**src/rtl/multiword_decoder_pkg.sv**
```systemverilog
// Shared encodings for the swt16 multi-word decode stage: opcodes, function codes, action bits, FSM states.
// Instruction fields: [3:0] opcode, [7:4] rd, [11:8] func2 / rs1, [15:12] rs2 / imm4.
package multiword_decoder_pkg;

    localparam logic [3:0] OPCODE_NOP = 4'h0;
    localparam logic [3:0] OPCODE_U   = 4'h1;
    localparam logic [3:0] OPCODE_SH  = 4'h2;
    localparam logic [3:0] OPCODE_LH  = 4'h3;

    // A U-type LIL targeting r0 is meaningless, so that slot encodes J.
    localparam logic [3:0] FUNC1_J    = 4'h0;
    localparam logic [3:0] FUNC2_LIL  = 4'h0;
    localparam logic [3:0] FUNC2_JAL  = 4'h1;
    localparam logic [3:0] FUNC2_LI   = 4'h3;
    localparam logic [3:0] FUNC2_LIW  = 4'h5;

    localparam int ACT_W              = 7;
    localparam int ACT_IALU_ADD       = 0;
    localparam int ACT_INCR_PC_IS_RES = 1;
    localparam int ACT_JUMP           = 2;
    localparam int ACT_LOAD_DMEM      = 3;
    localparam int ACT_STORE_DMEM     = 4;
    localparam int ACT_WRITE_RES      = 5;
    localparam int ACT_WRITE_SRC2     = 6;

    typedef enum logic {ST_IDLE, ST_COLLECT} state_t;

    typedef enum logic [3:0] {
        K_NOP, K_LIL, K_SH, K_LH, K_J, K_JAL, K_LI, K_LIW, K_ILLEGAL
    } kind_t;

    function automatic kind_t decode_kind(input logic [15:0] w);
        kind_t k;
        k = K_ILLEGAL;
        case (w[3:0])
            OPCODE_NOP: k = K_NOP;
            OPCODE_SH:  k = K_SH;
            OPCODE_LH:  k = K_LH;
            OPCODE_U: begin
                case (w[11:8])
                    FUNC2_LIL: k = (w[7:4] == FUNC1_J) ? K_J : K_LIL;
                    FUNC2_JAL: k = K_JAL;
                    FUNC2_LI:  k = K_LI;
                    FUNC2_LIW: k = K_LIW;
                    default:   ;
                endcase
            end
            default: ;
        endcase
        return k;
    endfunction

endpackage

```
**src/rtl/multiword_decoder_if.sv**
```systemverilog
// Fetch / regfile / execute facing signals of the decode stage.
// DECODER_ILLEGAL_TRAP_EN adds the out_illegal flag.
interface multiword_decoder_if #(
    parameter int PMEM_WORD_WIDTH = 16,
    parameter int IALU_WORD_WIDTH = 16,
    parameter int PC_WIDTH        = 12,
    parameter int REG_IDX_WIDTH   = 4
);
    logic                       in_flush;
    logic                       in_stall;
    logic                       in_valid;
    logic                       out_ready;
    logic [PMEM_WORD_WIDTH-1:0] in_instr;
    logic [PC_WIDTH-1:0]        in_pc;
    logic [REG_IDX_WIDTH-1:0]   out_src1_reg_idx;
    logic [REG_IDX_WIDTH-1:0]   out_src2_reg_idx;
    logic [IALU_WORD_WIDTH-1:0] in_src1;
    logic [IALU_WORD_WIDTH-1:0] in_src2;
    logic                       out_valid;
    logic [REG_IDX_WIDTH-1:0]   out_res_reg_idx;
    logic [IALU_WORD_WIDTH-1:0] out_src1;
    logic [IALU_WORD_WIDTH-1:0] out_src2;
    logic [6:0]                 out_act;
    logic [PC_WIDTH-1:0]        out_pc;
`ifdef DECODER_ILLEGAL_TRAP_EN
    logic                       out_illegal;
`endif

    modport master (
`ifdef DECODER_ILLEGAL_TRAP_EN
        input  out_illegal,
`endif
        output in_flush, in_stall, in_valid, in_instr, in_pc, in_src1, in_src2,
        input  out_ready, out_src1_reg_idx, out_src2_reg_idx, out_valid,
               out_res_reg_idx, out_src1, out_src2, out_act, out_pc
    );

    modport slave (
`ifdef DECODER_ILLEGAL_TRAP_EN
        output out_illegal,
`endif
        input  in_flush, in_stall, in_valid, in_instr, in_pc, in_src1, in_src2,
        output out_ready, out_src1_reg_idx, out_src2_reg_idx, out_valid,
               out_res_reg_idx, out_src1, out_src2, out_act, out_pc
    );

endinterface

```
**src/rtl/multiword_decoder_instr_length_lookup.sv**
```systemverilog
// Classifies a first instruction word: instruction kind, total word count, illegal flag.
module instr_length_lookup
    import multiword_decoder_pkg::*;
#(
    parameter int MAX_WORDS = 3
) (
    input  logic [15:0]                      word,
    output kind_t                            kind,
    output logic [$clog2(MAX_WORDS+1)-1:0]   len,
    output logic                             illegal
);
    localparam int CNT_W = $clog2(MAX_WORDS + 1);

    always_comb begin
        kind    = decode_kind(word);
        illegal = (kind == K_ILLEGAL);
        case (kind)
            K_J, K_JAL, K_LI: len = CNT_W'(2);
            K_LIW:            len = CNT_W'(MAX_WORDS);
            default:          len = CNT_W'(1);
        endcase
    end

endmodule

```
**src/rtl/multiword_decoder.sv**
```systemverilog
// swt16 decode stage: assembles 1..MAX_WORDS-word instructions and issues one registered bundle each.
// DECODER_ILLEGAL_TRAP_EN: unknown encodings raise sticky out_illegal and block fetch until flush.
module multiword_decoder
    import multiword_decoder_pkg::*;
#(
    parameter int PMEM_WORD_WIDTH = 16,
    parameter int IALU_WORD_WIDTH = 16,
    parameter int PC_WIDTH        = 12,
    parameter int REG_IDX_WIDTH   = 4,
    parameter int MAX_WORDS       = 3
) (
    input logic              clock,
    input logic              reset,
    multiword_decoder_if.slave bus
);
    localparam int CNT_W = $clog2(MAX_WORDS + 1);

    state_t                     state, state_nxt;
    kind_t                      lk_kind, kind_first, held_kind, kind_i;
    logic [CNT_W-1:0]           lk_len, held_len, cnt;
    logic                       lk_illegal;
    logic [11:0]                held_hi, hi_i;
    logic [PC_WIDTH-1:0]        held_pc, pc_i;
    logic [IALU_WORD_WIDTH-1:0] low_word;
    logic                       first, hold, blocked, accept, last, issue;

    logic [ACT_W-1:0]           act_nxt;
    logic [IALU_WORD_WIDTH-1:0] src1_nxt, src2_nxt;

    instr_length_lookup #(.MAX_WORDS(MAX_WORDS)) u_len (
        .word    (bus.in_instr[15:0]),
        .kind    (lk_kind),
        .len     (lk_len),
        .illegal (lk_illegal)
    );

`ifdef DECODER_ILLEGAL_TRAP_EN
    assign kind_first = lk_kind;
    assign blocked    = bus.out_illegal;
`else
    assign kind_first = lk_illegal ? K_NOP : lk_kind;
    assign blocked    = 1'b0;
`endif

    assign first = (state == ST_IDLE);
    assign hold  = bus.out_valid & bus.in_stall;
    // Fields of the first word come straight from fetch while idle, from the holding register otherwise.
    assign hi_i  = first ? bus.in_instr[15:4] : held_hi;
    assign pc_i  = first ? bus.in_pc : held_pc;
    assign kind_i = first ? kind_first : held_kind;
    assign bus.out_src1_reg_idx = REG_IDX_WIDTH'(hi_i[7:4]);
    assign bus.out_src2_reg_idx = REG_IDX_WIDTH'(hi_i[11:8]);

    always_ff @(posedge clock or posedge reset) begin
        if (reset) state <= ST_IDLE;
        else       state <= state_nxt;
    end

    always_comb begin
        state_nxt = state;
        if (bus.in_flush)  state_nxt = ST_IDLE;
        else if (accept)   state_nxt = last ? ST_IDLE : ST_COLLECT;
    end

    always_comb begin
        bus.out_ready = !hold && !bus.in_flush && !blocked;
        accept        = bus.in_valid && bus.out_ready;
        last          = first ? (lk_len == CNT_W'(1)) : (cnt + CNT_W'(1) == held_len);
        issue         = accept && last;
    end

    always_ff @(posedge clock or posedge reset) begin
        if (reset) begin
            cnt       <= '0;
            held_len  <= '0;
            held_hi   <= '0;
            held_pc   <= '0;
            held_kind <= K_NOP;
            low_word  <= '0;
        end else if (bus.in_flush) begin
            cnt <= '0;
        end else if (accept) begin
            if (last) begin
                cnt <= '0;
            end else begin
                cnt <= cnt + CNT_W'(1);
                if (first) begin
                    held_hi   <= bus.in_instr[15:4];
                    held_pc   <= bus.in_pc;
                    held_kind <= kind_first;
                    held_len  <= lk_len;
                end else if (cnt == CNT_W'(1)) begin
                    low_word  <= IALU_WORD_WIDTH'(bus.in_instr);
                end
            end
        end
    end

    always_comb begin
        act_nxt  = '0;
        src1_nxt = '0;
        src2_nxt = '0;
        case (kind_i)
            K_J, K_JAL: begin
                act_nxt[ACT_IALU_ADD] = 1'b1;
                act_nxt[ACT_JUMP]     = 1'b1;
                if (kind_i == K_JAL) begin
                    act_nxt[ACT_INCR_PC_IS_RES] = 1'b1;
                    act_nxt[ACT_WRITE_RES]      = 1'b1;
                end
                src1_nxt = IALU_WORD_WIDTH'(pc_i);
                src2_nxt = IALU_WORD_WIDTH'(bus.in_instr);
            end
            K_LI, K_LIL, K_LIW: begin
                act_nxt[ACT_WRITE_SRC2] = 1'b1;
                act_nxt[ACT_WRITE_RES]  = 1'b1;
                if (kind_i == K_LI)       src2_nxt = IALU_WORD_WIDTH'(bus.in_instr);
                else if (kind_i == K_LIL) src2_nxt = IALU_WORD_WIDTH'(hi_i[11:8]);
                else begin
                    // 32-bit immediate: low half in src2, high half in src1.
                    src2_nxt = low_word;
                    src1_nxt = IALU_WORD_WIDTH'(bus.in_instr);
                end
            end
            K_SH: begin
                act_nxt[ACT_STORE_DMEM] = 1'b1;
                act_nxt[ACT_WRITE_SRC2] = 1'b1;
                src1_nxt = bus.in_src1;
                src2_nxt = bus.in_src2;
            end
            K_LH: begin
                act_nxt[ACT_LOAD_DMEM] = 1'b1;
                act_nxt[ACT_WRITE_RES] = 1'b1;
                src1_nxt = bus.in_src1;
            end
            default: ;
        endcase
    end

    always_ff @(posedge clock or posedge reset) begin
        if (reset) begin
            bus.out_valid       <= 1'b0;
            bus.out_act         <= '0;
            bus.out_res_reg_idx <= '0;
            bus.out_src1        <= '0;
            bus.out_src2        <= '0;
            bus.out_pc          <= '0;
        end else if (bus.in_flush) begin
            bus.out_valid <= 1'b0;
            bus.out_act   <= '0;
        end else if (hold) begin
            bus.out_valid <= 1'b1;
        end else if (issue) begin
            bus.out_valid       <= 1'b1;
            bus.out_act         <= act_nxt;
            bus.out_res_reg_idx <= REG_IDX_WIDTH'(hi_i[3:0]);
            bus.out_src1        <= src1_nxt;
            bus.out_src2        <= src2_nxt;
            bus.out_pc          <= pc_i;
        end else begin
            bus.out_valid <= 1'b0;
        end
    end

`ifdef DECODER_ILLEGAL_TRAP_EN
    always_ff @(posedge clock or posedge reset) begin
        if (reset)                             bus.out_illegal <= 1'b0;
        else if (bus.in_flush)                 bus.out_illegal <= 1'b0;
        else if (issue && first && lk_illegal) bus.out_illegal <= 1'b1;
    end
`endif

endmodule

```
**src/flat_wrapper.sv**
```systemverilog
// flat-port wrapper written by rule: the top's interface ports become plain ports
module multiword_decoder_flat import multiword_decoder_pkg::*;
#(
    parameter int PMEM_WORD_WIDTH = 16,
    parameter int IALU_WORD_WIDTH = 16,
    parameter int PC_WIDTH        = 12,
    parameter int REG_IDX_WIDTH   = 4,
    parameter int MAX_WORDS       = 3
)
  (clock, reset, bus_in_flush, bus_in_stall, bus_in_valid, bus_in_instr, bus_in_pc, bus_in_src1, bus_in_src2, bus_out_ready, bus_out_src1_reg_idx, bus_out_src2_reg_idx, bus_out_valid, bus_out_res_reg_idx, bus_out_src1, bus_out_src2, bus_out_act, bus_out_pc);
  multiword_decoder_if #(.PMEM_WORD_WIDTH(PMEM_WORD_WIDTH), .IALU_WORD_WIDTH(IALU_WORD_WIDTH), .PC_WIDTH(PC_WIDTH), .REG_IDX_WIDTH(REG_IDX_WIDTH)) bus_i ();
  input logic clock;
  input logic reset;
  input wire logic [$bits(bus_i.in_flush)-1:0] bus_in_flush;
  input wire logic [$bits(bus_i.in_stall)-1:0] bus_in_stall;
  input wire logic [$bits(bus_i.in_valid)-1:0] bus_in_valid;
  input wire logic [$bits(bus_i.in_instr)-1:0] bus_in_instr;
  input wire logic [$bits(bus_i.in_pc)-1:0] bus_in_pc;
  input wire logic [$bits(bus_i.in_src1)-1:0] bus_in_src1;
  input wire logic [$bits(bus_i.in_src2)-1:0] bus_in_src2;
  output wire logic [$bits(bus_i.out_ready)-1:0] bus_out_ready;
  output wire logic [$bits(bus_i.out_src1_reg_idx)-1:0] bus_out_src1_reg_idx;
  output wire logic [$bits(bus_i.out_src2_reg_idx)-1:0] bus_out_src2_reg_idx;
  output wire logic [$bits(bus_i.out_valid)-1:0] bus_out_valid;
  output wire logic [$bits(bus_i.out_res_reg_idx)-1:0] bus_out_res_reg_idx;
  output wire logic [$bits(bus_i.out_src1)-1:0] bus_out_src1;
  output wire logic [$bits(bus_i.out_src2)-1:0] bus_out_src2;
  output wire logic [$bits(bus_i.out_act)-1:0] bus_out_act;
  output wire logic [$bits(bus_i.out_pc)-1:0] bus_out_pc;
  assign bus_i.in_flush = bus_in_flush;
  assign bus_i.in_stall = bus_in_stall;
  assign bus_i.in_valid = bus_in_valid;
  assign bus_i.in_instr = bus_in_instr;
  assign bus_i.in_pc = bus_in_pc;
  assign bus_i.in_src1 = bus_in_src1;
  assign bus_i.in_src2 = bus_in_src2;
  assign bus_out_ready = bus_i.out_ready;
  assign bus_out_src1_reg_idx = bus_i.out_src1_reg_idx;
  assign bus_out_src2_reg_idx = bus_i.out_src2_reg_idx;
  assign bus_out_valid = bus_i.out_valid;
  assign bus_out_res_reg_idx = bus_i.out_res_reg_idx;
  assign bus_out_src1 = bus_i.out_src1;
  assign bus_out_src2 = bus_i.out_src2;
  assign bus_out_act = bus_i.out_act;
  assign bus_out_pc = bus_i.out_pc;
  multiword_decoder #(.PMEM_WORD_WIDTH(PMEM_WORD_WIDTH), .IALU_WORD_WIDTH(IALU_WORD_WIDTH), .PC_WIDTH(PC_WIDTH), .REG_IDX_WIDTH(REG_IDX_WIDTH), .MAX_WORDS(MAX_WORDS)) u_core (.clock(clock), .reset(reset), .bus(bus_i));
endmodule
```
**config.mk**
```make
export PLATFORM = sky130hd
export DESIGN_NAME = multiword_decoder_flat
export DESIGN_NICKNAME = d
export VERILOG_FILES = /design/src/rtl/multiword_decoder_pkg.sv /design/src/rtl/multiword_decoder_if.sv /design/src/rtl/multiword_decoder_instr_length_lookup.sv /design/src/rtl/multiword_decoder.sv /design/src/flat_wrapper.sv
export SDC_FILE = /design/constraint.sdc
export NUM_CORES = 1
export LEC_CHECK = 0
export BUFFER_PORTS_ARGS = -buffer_cell sky130_fd_sc_hd__buf_2
export CAP_MARGIN = 20
export CORE_MARGIN = 8
export CORE_UTILIZATION = 43
export DETAILED_ROUTE_END_ITERATION = 8
export PLACE_DENSITY = 0.7
export SLEW_MARGIN = 15
export SYNTH_ARGS = -nofsm -noshare
export SYNTH_HDL_FRONTEND = slang
export SYNTH_SLANG_ARGS = --single-unit
```
**constraint.sdc**
```tcl
create_clock -name clock -period 4.1 [get_ports clock]
set_input_delay 0.615 -clock clock [delete_from_list [all_inputs] [get_ports clock]]
set_output_delay 0.615 -clock clock [all_outputs]
set_load 0.01 [all_outputs]
```
==> summary.md, run 1 <==
| Metric | Value |
|---|---|
| Outcome | finished clean |
| Global route overflow | 0 |
| Cell with the most instances after synthesis | dfrtp_1 |
| Register area share after synthesis | 49.8% |
| Vias in the first global route | 4632 |
| CTS Buf Count | 9 |
| Fillers | 1090 |
| Power Dens Cells | 407 mW/mm² |
| Arrival time worst endpoint | 3.19 ns |
| Vias | 4410 |
| # Post-CTS Setup Buffers | 0 |
| Synth top area cells | dfrtp_1, mux2_2, a21oi_1, o21ai_0, nor2_1 |
| Clock sinks | 104 |
| Hold_ws | 0.204 ns |
| Unrepaired setup endpoints after global routing | false |
| Seq cells post-synth | 104 |
| LEAKAGE | 0.00293 µW |
| Drt drc | 0 |
| Post-route ant nets | 0 |
| Core box area | 0.0120 mm² |
| Vias/cell | between 5 and 6 |
| Share of the synthesized area in the top cell type | between 40% and 50% |
| Place WS | 0.951 ns |
| Worst-skew pair later-pin latency | 0.36 ns |
| Final count of hold timing violations | 0 |
| Max-cap violations | 0 |
| Total GRT Usage | between 10% and 20% |
| Die area | 0.0159 mm² |
| Detailed Routing Iterations Pass 1 | 5 |
| TNS Setup | 0 ns |
| Worst-path clk slew | roughly 0.070 ns |
| Root buf cell | clkbuf_16 |
| WL/cell | 19.9 µm |
| Layout cells sized above 1 | 35.2% |
| Worst-Margin Slew | 0.988 ns |
| Synth area leader | dfrtp_1 |
| Post-route setup slack | 1.15 ns |
| CTS tree | yes |
| Slew HR | 33.8% |
| Initial core utilization | 43.7% |
| Tmin final | 2.95 ns |
| NumNets Final | 680 |
| Layout Skew | 0.00731 ns |
| Largest net degree at the start of global routing | 83 |
| Final GP Congestion | roughly 0.9 |
| Slowest CP cell | or2_1 |
| H-tree levels | 3 |
| Worst Setup Start Kind | register |
| Library cells used by synthesis | 47 |
| Synth warn | 0 |
| Initial antenna violation count | 0 |
| Top post-synthesis cells by count | dfrtp_1, a21oi_1, o21ai_0 |
| N_diodes | 0 |
| I/O Buffers | 129 |
| Post-synth EDFFs | 0 |
| Horiz. Die Dim | 126 µm |
| # rows | 40 |
| CTS max path bufs | 2 |
| Final period utilization | 71.9% |
| Post-DP HPWL | 11000 µm |
| CP Max Fanout | 17 |
| Worst Setup End Kind | register |
| Hold crit path type | input pin to asynchronous set/reset pin |
| Syn_area_per_cell | between 10 and 15 µm² |
| Post-synth ARST share | 100% |
| CP Class | register to register |
| Endpoints failing setup | 0 |
| First-pass GRT wire length | 24600 µm |
| Predominant post-synthesis flop cell | dfrtp_1 |
| Hold buffers post-CTS | 0 |
| Synthesized netlist cell count | just over 500 |
| IO Count | 130 |
| Final WL | roughly 15000 µm |
| CP max stage delay | between 0.7 and 0.8 ns |
| Crit-path cells | ha_1 -> xnor2_1 -> o21ai_0 -> o31ai_4 -> nand3_4 -> or2_1 -> mux2_2 |
| Required time worst endpoint | 4.34 ns |
| Fin. max-slew vios | 0 |
| Worst R2R Setup Slack | 1.15 ns |
| Synth Net Count | slightly below 600 |
| Chip height | 126 µm |
| Peak supply drop | around 0.25 mV |
| Resize count post-CTS | 0 |
| Syn Std Cell Area | 0.00523 mm² |
| Area grow syn2layout | 19.1% |
| Drt first-iter violations | 371 |
| Fmax | 0.339 GHz |
[sequential cells by signal (all words and copies together), names as in the netlist]
name / flops
u_core.bus.out_act: 6
u_core.bus.out_pc: 12
u_core.bus.out_res_reg_idx: 4
u_core.bus.out_src1: 16
u_core.bus.out_src2: 16
u_core.bus.out_valid: 1
u_core.cnt: 2
u_core.held_hi: 12
u_core.held_kind: 4
u_core.held_len: 2
u_core.held_pc: 12
u_core.low_word: 16
u_core.state: 1
[worst paths after layout]
| check | startpoint | endpoint | cells after the start |
|---|---|---|---|
| worst min-delay path | reset | u_core.bus.out_pc[1] | 2 |
| worst min register to register | u_core.bus.out_pc[9] | u_core.bus.out_pc[9] | 2 |
| worst max register to register | u_core.cnt[0] | u_core.low_word[13] | 7 |
| max in group asynchronous | reset | u_core.bus.out_src2[11] | 3 |
| min in group clock | u_core.bus.out_pc[9] | u_core.bus.out_pc[9] | 2 |
| worst max-delay path | u_core.cnt[0] | u_core.low_word[13] | 7 |
[metrics by stage]
stage | area (µm²) | util [%] | total power, µW | cells
2_1_floorplan | 5230 | - | 1480 | 512
3_3_place_gp | 5890 | 49.3 | 1650 | 749
3_5_place_dp | 5890 | 49.3 | 1670 | 749
4_1_cts | 6200 | 51.8 | 2550 | 765
5_1_grt | 6230 | 52.1 | 2650 | 766
6_report | 6230 | 52.1 | 2530 | 766
[kinds of logic (layout without fill, tap and decap cells)]
group                      after synthesis  count (layout)  synth area share, %
AOI/OAI and AO/OA                      156             156                 18.4
xor gates and xnor gates                 3               3                0.503
adders and majority gates                1               1                0.239
buffers and inverters                   51             158                 4.86
DFF                                    104             104                 49.8
muxes                                   65              65                 14.3
and+or+nand+nor                        132             132                 11.9
[metal layers]
| metal | track usage, % | wire length (µm) | part of all wire, % | up-vias |
|---|---|---|---|---|
| li1 | - | - | - | 2023 |
| met1 | 24.7 | 6710 | 44 | 2196 |
| met2 | 30.2 | 6980 | 46 | 169 |
| met3 | 7.09 | 1340 | 8.8 | 22 |
| met4 | 5.02 | 228 | 1.5 | 0 |
| met5 | 0 | 0 | 0 | - |
[critical path: cells and delay by family, from the launching register on]
family          cells  cell delay, ns
xor+xnor            1            0.12
simple gates        2            1.03
compound gates      2            0.50
mux                 1            0.42
fa+ha+maj           1            0.33
flops               1            0.42
[area by class of cell]
cell class	instances	area [µm²]	area share [%]
Clock buffer	10	229	3.68
Clock inverter	6	75.1	1.21
Tap cell	147	184	2.95
Sequential cell	104	2600	41.8
Timing Repair Buffer	140	748	12.0
Multi-Input combinational cell	357	2380	38.2
Inverter	2	10.0	0.161
[placed cells by master, fill, tap and decap left out, types with 2 or more instances in the layout]
cell | synthesis | routed
o21ai_0 | 48 | 48
dfrtp_1 | 104 | 104
a221oi_1 | 5 | 5
clkbuf_16 | 0 | 9
nand2_1 | 40 | 40
inv_6 | 0 | 2
nor3_1 | 4 | 3
nor2b_1 | 2 | 2
nand3b_1 | 7 | 7
mux2_2 | 39 | 39
nand3_1 | 18 | 18
mux2_4 | 10 | 10
and3_1 | 3 | 3
a21oi_1 | 60 | 60
a21o_1 | 13 | 13
a211o_1 | 8 | 8
o31ai_1 | 2 | 2
buf_2 | 8 | 129
nand4_1 | 2 | 2
xnor2_1 | 3 | 3
a221o_1 | 4 | 4
o221a_2 | 4 | 4
mux2i_1 | 16 | 16
nor2_1 | 44 | 43
and2_1 | 2 | 2
o211ai_1 | 2 | 2
buf_4 | 10 | 10
a32oi_1 | 2 | 2
or2_2 | 3 | 3
[power by group]
part / internal, µW / switching [µW] / total [µW]
registers: 1150 / 71.6 / 1220
clock network: 484 / 399 / 882
logic: 186 / 245 / 430
total: 1820 / 715 / 2530
Note: power is estimated with default switching activity, not from simulation.
==> run 2: changes to the inputs <==
- ABC_AREA: default -> 1
- PLACE_DENSITY: 0.7 -> 0.72
- clock period: 4.1 -> 2.6 ns (I/O delays scaled with it)
==> summary.md, run 2 <==
| Metric | Value |
|---|---|
| Area grow syn2layout | 18.9% (was 19.1%) |
| CTS Buf Count | 9 (unchanged) |
| I/O Buffers | 129 (unchanged) |
| Syn_area_per_cell | 7.53 µm² (was 10.2 µm²) |
| Top flop regs | u_core.bus.out_src1 x16, u_core.bus.out_src2 x16, u_core.low_word x16 (unchanged) |
| # Post-CTS Setup Buffers | 0 (unchanged) |
| Required time worst endpoint | 2.89 ns (was 4.34 ns) |
| Top post-synthesis cells by count | nand2_1, dfrtp_1, o21ai_0 (was dfrtp_1, a21oi_1, o21ai_0) |
| Global route overflow | 0 (unchanged) |
| H-tree levels | 3 (unchanged) |
| N_diodes | 0 (unchanged) |
| Detailed Routing Iterations Pass 1 | 5 (unchanged) |
| Drt first-iter violations | 423 (was 371) |
| Post-synth ARST share | 100% (unchanged) |
| CP Max Fanout | 17 (unchanged) |
| Worst Setup Start Kind | register (unchanged) |
| Combinational family with the most area after synthesis | simple AND/OR/NAND/NOR gates (was compound AO/OA/AOI/OAI gates) |
| Peak supply drop | 0.398 mV (was 0.249 mV) |
| Hold buffers post-CTS | 0 (unchanged) |
| Post-route ant nets | 0 (unchanged) |
| Layout cells sized above 1 | 22.6% (was 35.2%) |
| Vias/cell | 4.97 (was 5.76) |
| Post-Synth Adder-Cell Area | 0.230% (was 0.239%) |
| LEAKAGE | 0.00358 µW (was 0.00293 µW) |
| Final WL | 15600 µm (was 15300 µm) |
| CP dominant cell by count | nand2_1 |
| Layout Skew | 0.00639 ns (was 0.00731 ns) |
| Die area | 0.0165 mm² (was 0.0159 mm²) |
| Bufs and invs on worst path | 4 (was 0) |
| R2r startpoint | u_core.state (was u_core.cnt[0]) |
| Library cells used by synthesis | 33 (was 47) |
| Fin. max-slew vios | 0 (unchanged) |
| Arrival time worst endpoint | 2.44 ns (was 3.19 ns) |
| # rows | 41 (was 40) |
| WL/cell | 15.4 µm (was 19.9 µm) |
| RR Endpoint | u_core.bus.out_src2[2] (was u_core.low_word[13]) |
| Most frequent cells in the layout | nand2_1, buf_2, dfrtp_1 (was buf_2, dfrtp_1, a21oi_1) |
| Synth Area in Compound Gates | 13.5% (was 18.4%) |
| Worst R2R Path Depth | 11 (was 7) |
| Worst-Margin Slew | 0.558 ns (was 0.988 ns) |
| Slowest CP cell | dfrtp_1 (was or2_1) |
| Chip height | 129 µm (was 126 µm) |
| CP Class | register to register (unchanged) |
| Clock sinks | 104 (unchanged) |
| Largest net degree at the start of global routing | 105 (was 83) |
| Synthesized netlist cell count | 724 (was 512) |
| Resize count post-CTS | 0 (unchanged) |
| Drt drc | 0 (unchanged) |
| Worst Setup End Kind | register (unchanged) |
| Final period utilization | 82.8% (was 71.9%) |
| Predominant post-synthesis flop cell | dfrtp_1 (unchanged) |
| Synth Net Count | 790 (was 578) |
| Area share of and/or/nand/nor cells after synthesis | 29.8% (was 11.9%) |
| Power Dens Cells | 593 mW/mm² (was 407 mW/mm²) |
| Mux share of post-synthesis cell area | 0% (was 14.3%) |
| CP top delay family | simple AND/OR/NAND/NOR gates (unchanged) |
| Worst-path clk slew | 0.07 ns (about the same) |
| Synth area leader | dfrtp_1 (unchanged) |
| Post-DP HPWL | 11700 µm (was 11000 µm) |
| Outcome | finished clean (unchanged) |
| Vias in the first global route | 4736 (was 4632) |
| Final GP Congestion | 0.939 (was 0.901) |
| Unrepaired setup endpoints after global routing | false (unchanged) |
| Vias | 5022 (was 4410) |
| Initial core utilization | 43.5% (was 43.7%) |
| First-pass GRT wire length | 24600 µm (about the same) |
| Fmax | 0.465 GHz (was 0.339 GHz) |
| Worst-skew pair later-pin latency | 0.35 ns (was 0.36 ns) |
| Synth warn | 0 (unchanged) |
| Cell with the most instances after synthesis | nand2_1 (was dfrtp_1) |
| Horiz. Die Dim | 129 µm (was 126 µm) |
| CP max stage delay | 0.39 ns (was 0.79 ns) |
| Most common cell after layout, fill and taps aside | nand2_1 (was buf_2) |
| Seq cells post-synth | 104 (unchanged) |
| Slew HR | 62.8% (was 33.8%) |
| Share of the synthesized area in the top cell type | 47.8% (was 49.8%) |
| Syn Std Cell Area | 0.00545 mm² (was 0.00523 mm²) |
| NumNets Final | 900 (was 680) |
| XOR/XNOR Fraction of Synth Area | 0.321% (was 0.503%) |
| Final count of hold timing violations | 0 (unchanged) |
| Total GRT Usage | 19.0% (was 19.3%) |
| Initial antenna violation count | 0 (unchanged) |
| Max-cap violations | 0 (unchanged) |
| TNS Setup | 0 ns (unchanged) |
| Tmin final | 2.15 ns (was 2.95 ns) |
| Fillers | 1212 (was 1090) |
| Endpoints failing setup | 0 (unchanged) |
| Synth top area cells | dfrtp_1, nand2_1, o21ai_0, inv_1, o21ai_1 (was dfrtp_1, mux2_2, a21oi_1, o21ai_0, nor2_1) |
| Post-synth EDFFs | 0 (unchanged) |
| Register area share after synthesis | 47.8% (was 49.8%) |
| Hold crit path type | input pin to asynchronous set/reset pin (unchanged) |
| Core box area | 0.0125 mm² (was 0.0120 mm²) |
| Worst R2R Setup Slack | 0.45 ns (was 1.15 ns) |
| Crit-path cells | inv_1 -> or2_2 -> nand2_4 -> inv_2 -> nor2_4 -> inv_2 -> o21ai_0 -> inv_1 -> nand2_1 -> nand2_1 -> nand2_1 (was ha_1 -> xnor2_1 -> o21ai_0 -> o31ai_4 -> nand3_4 -> or2_1 -> mux2_2) |
| CTS tree | yes (unchanged) |
| CTS max path bufs | 2 (unchanged) |
| Root buf cell | clkbuf_16 (unchanged) |
| Hold_ws | 0.197 ns (was 0.204 ns) |
| IO Count | 130 (unchanged) |
-- run 2: cell count changes in the layout (fill, tap and decap cells not counted), moves of 13 or more --
cell,previous run,this run
nand2_1,40,300
inv_1,1,48
a21oi_1,60,14
mux2_2,39,0
o21ai_0,48,78
o21ai_1,1,31
mux2i_1,16,0
a21o_1,13,0
-- run 2: report_power, final --
group / total [µW] / switching (µW) / internal (µW)
logic: 610 / 391 / 219
registers: 1880 / 83.1 / 1800
clock network: 1350 / 606 / 748
total: 3850 / 1080 / 2770
-- run 2: layer usage --
layer / part of all wire, % / GRT usage (%) / routed length, µm / up-vias
met3: 5.5 / 3.89 / 856 / 28
met1: 44 / 24.7 / 6910 / 2353
met5: 0 / 0 / 0 / -
li1: - / - / - / 2505
met2: 47 / 29.9 / 7320 / 136
met4: 3.2 / 8.85 / 502 / 0
-- run 2: how the worst max path moves through the flow --
stage	startpoint	to	slack, ns	cells past startpoint
finish	u_core.state	u_core.bus.out_src2[2]	0.45	11
floorplan	u_core.cnt[0]	u_core.bus.out_src2[4]	0.75	9
global placement	bus_in_instr[9]	u_core.bus.out_src2[0]	0.36	16
global route	u_core.state	u_core.bus.out_src2[0]	0.19	11
CTS	u_core.state	u_core.bus.out_src2[2]	0.47	11
detailed placement	bus_in_instr[9]	u_core.bus.out_src2[2]	0.31	16
-- run 2: metrics by stage --
stage / instance area, µm² / std cells / utilization, % / total power, µW / setup WS (ns)
after floorplan: 5450 / 724 / - / 2260 / 0.747
after global placement: 6190 / 995 / 49.4 / 2510 / 0.359
after detailed placement: 6190 / 995 / 49.4 / 2530 / 0.314
after CTS: 6480 / 1011 / 51.8 / 3880 / 0.472
after global routing: 6480 / 1011 / 51.8 / 4030 / 0.194
final: 6480 / 1011 / 51.8 / 3850 / 0.448
-- run 2: area by class of cell --
type	instances	area, µm²	share of cell area, %
well taps	172	215	3.32
clock inverters	7	71.3	1.10
multi-input cells	521	2390	36.9
clock buffers	9	225	3.47
inverters	55	210	3.24
repair buffers	143	763	11.8
flip-flops and latches	104	2600	40.1
-- run 2: logic make-up (layout without fill, tap and decap cells) --
family | after synthesis | after routing
compound gates | 139 | 139
xor+xnor | 2 | 2
fa+ha+maj | 1 | 1
buf+inv | 99 | 214
flops | 104 | 104
simple gates | 379 | 379
-- run 2: worst register-to-register path, cell delays in order, from the launching register on --
cell and delay, ns:
dfrtp_1 0.39, inv_1 0.16, or2_2 0.33, nand2_4 0.13
inv_2 0.14, nor2_4 0.30, inv_2 0.20, o21ai_0 0.19
inv_1 0.06, nand2_1 0.06, nand2_1 0.05, nand2_1 0.06
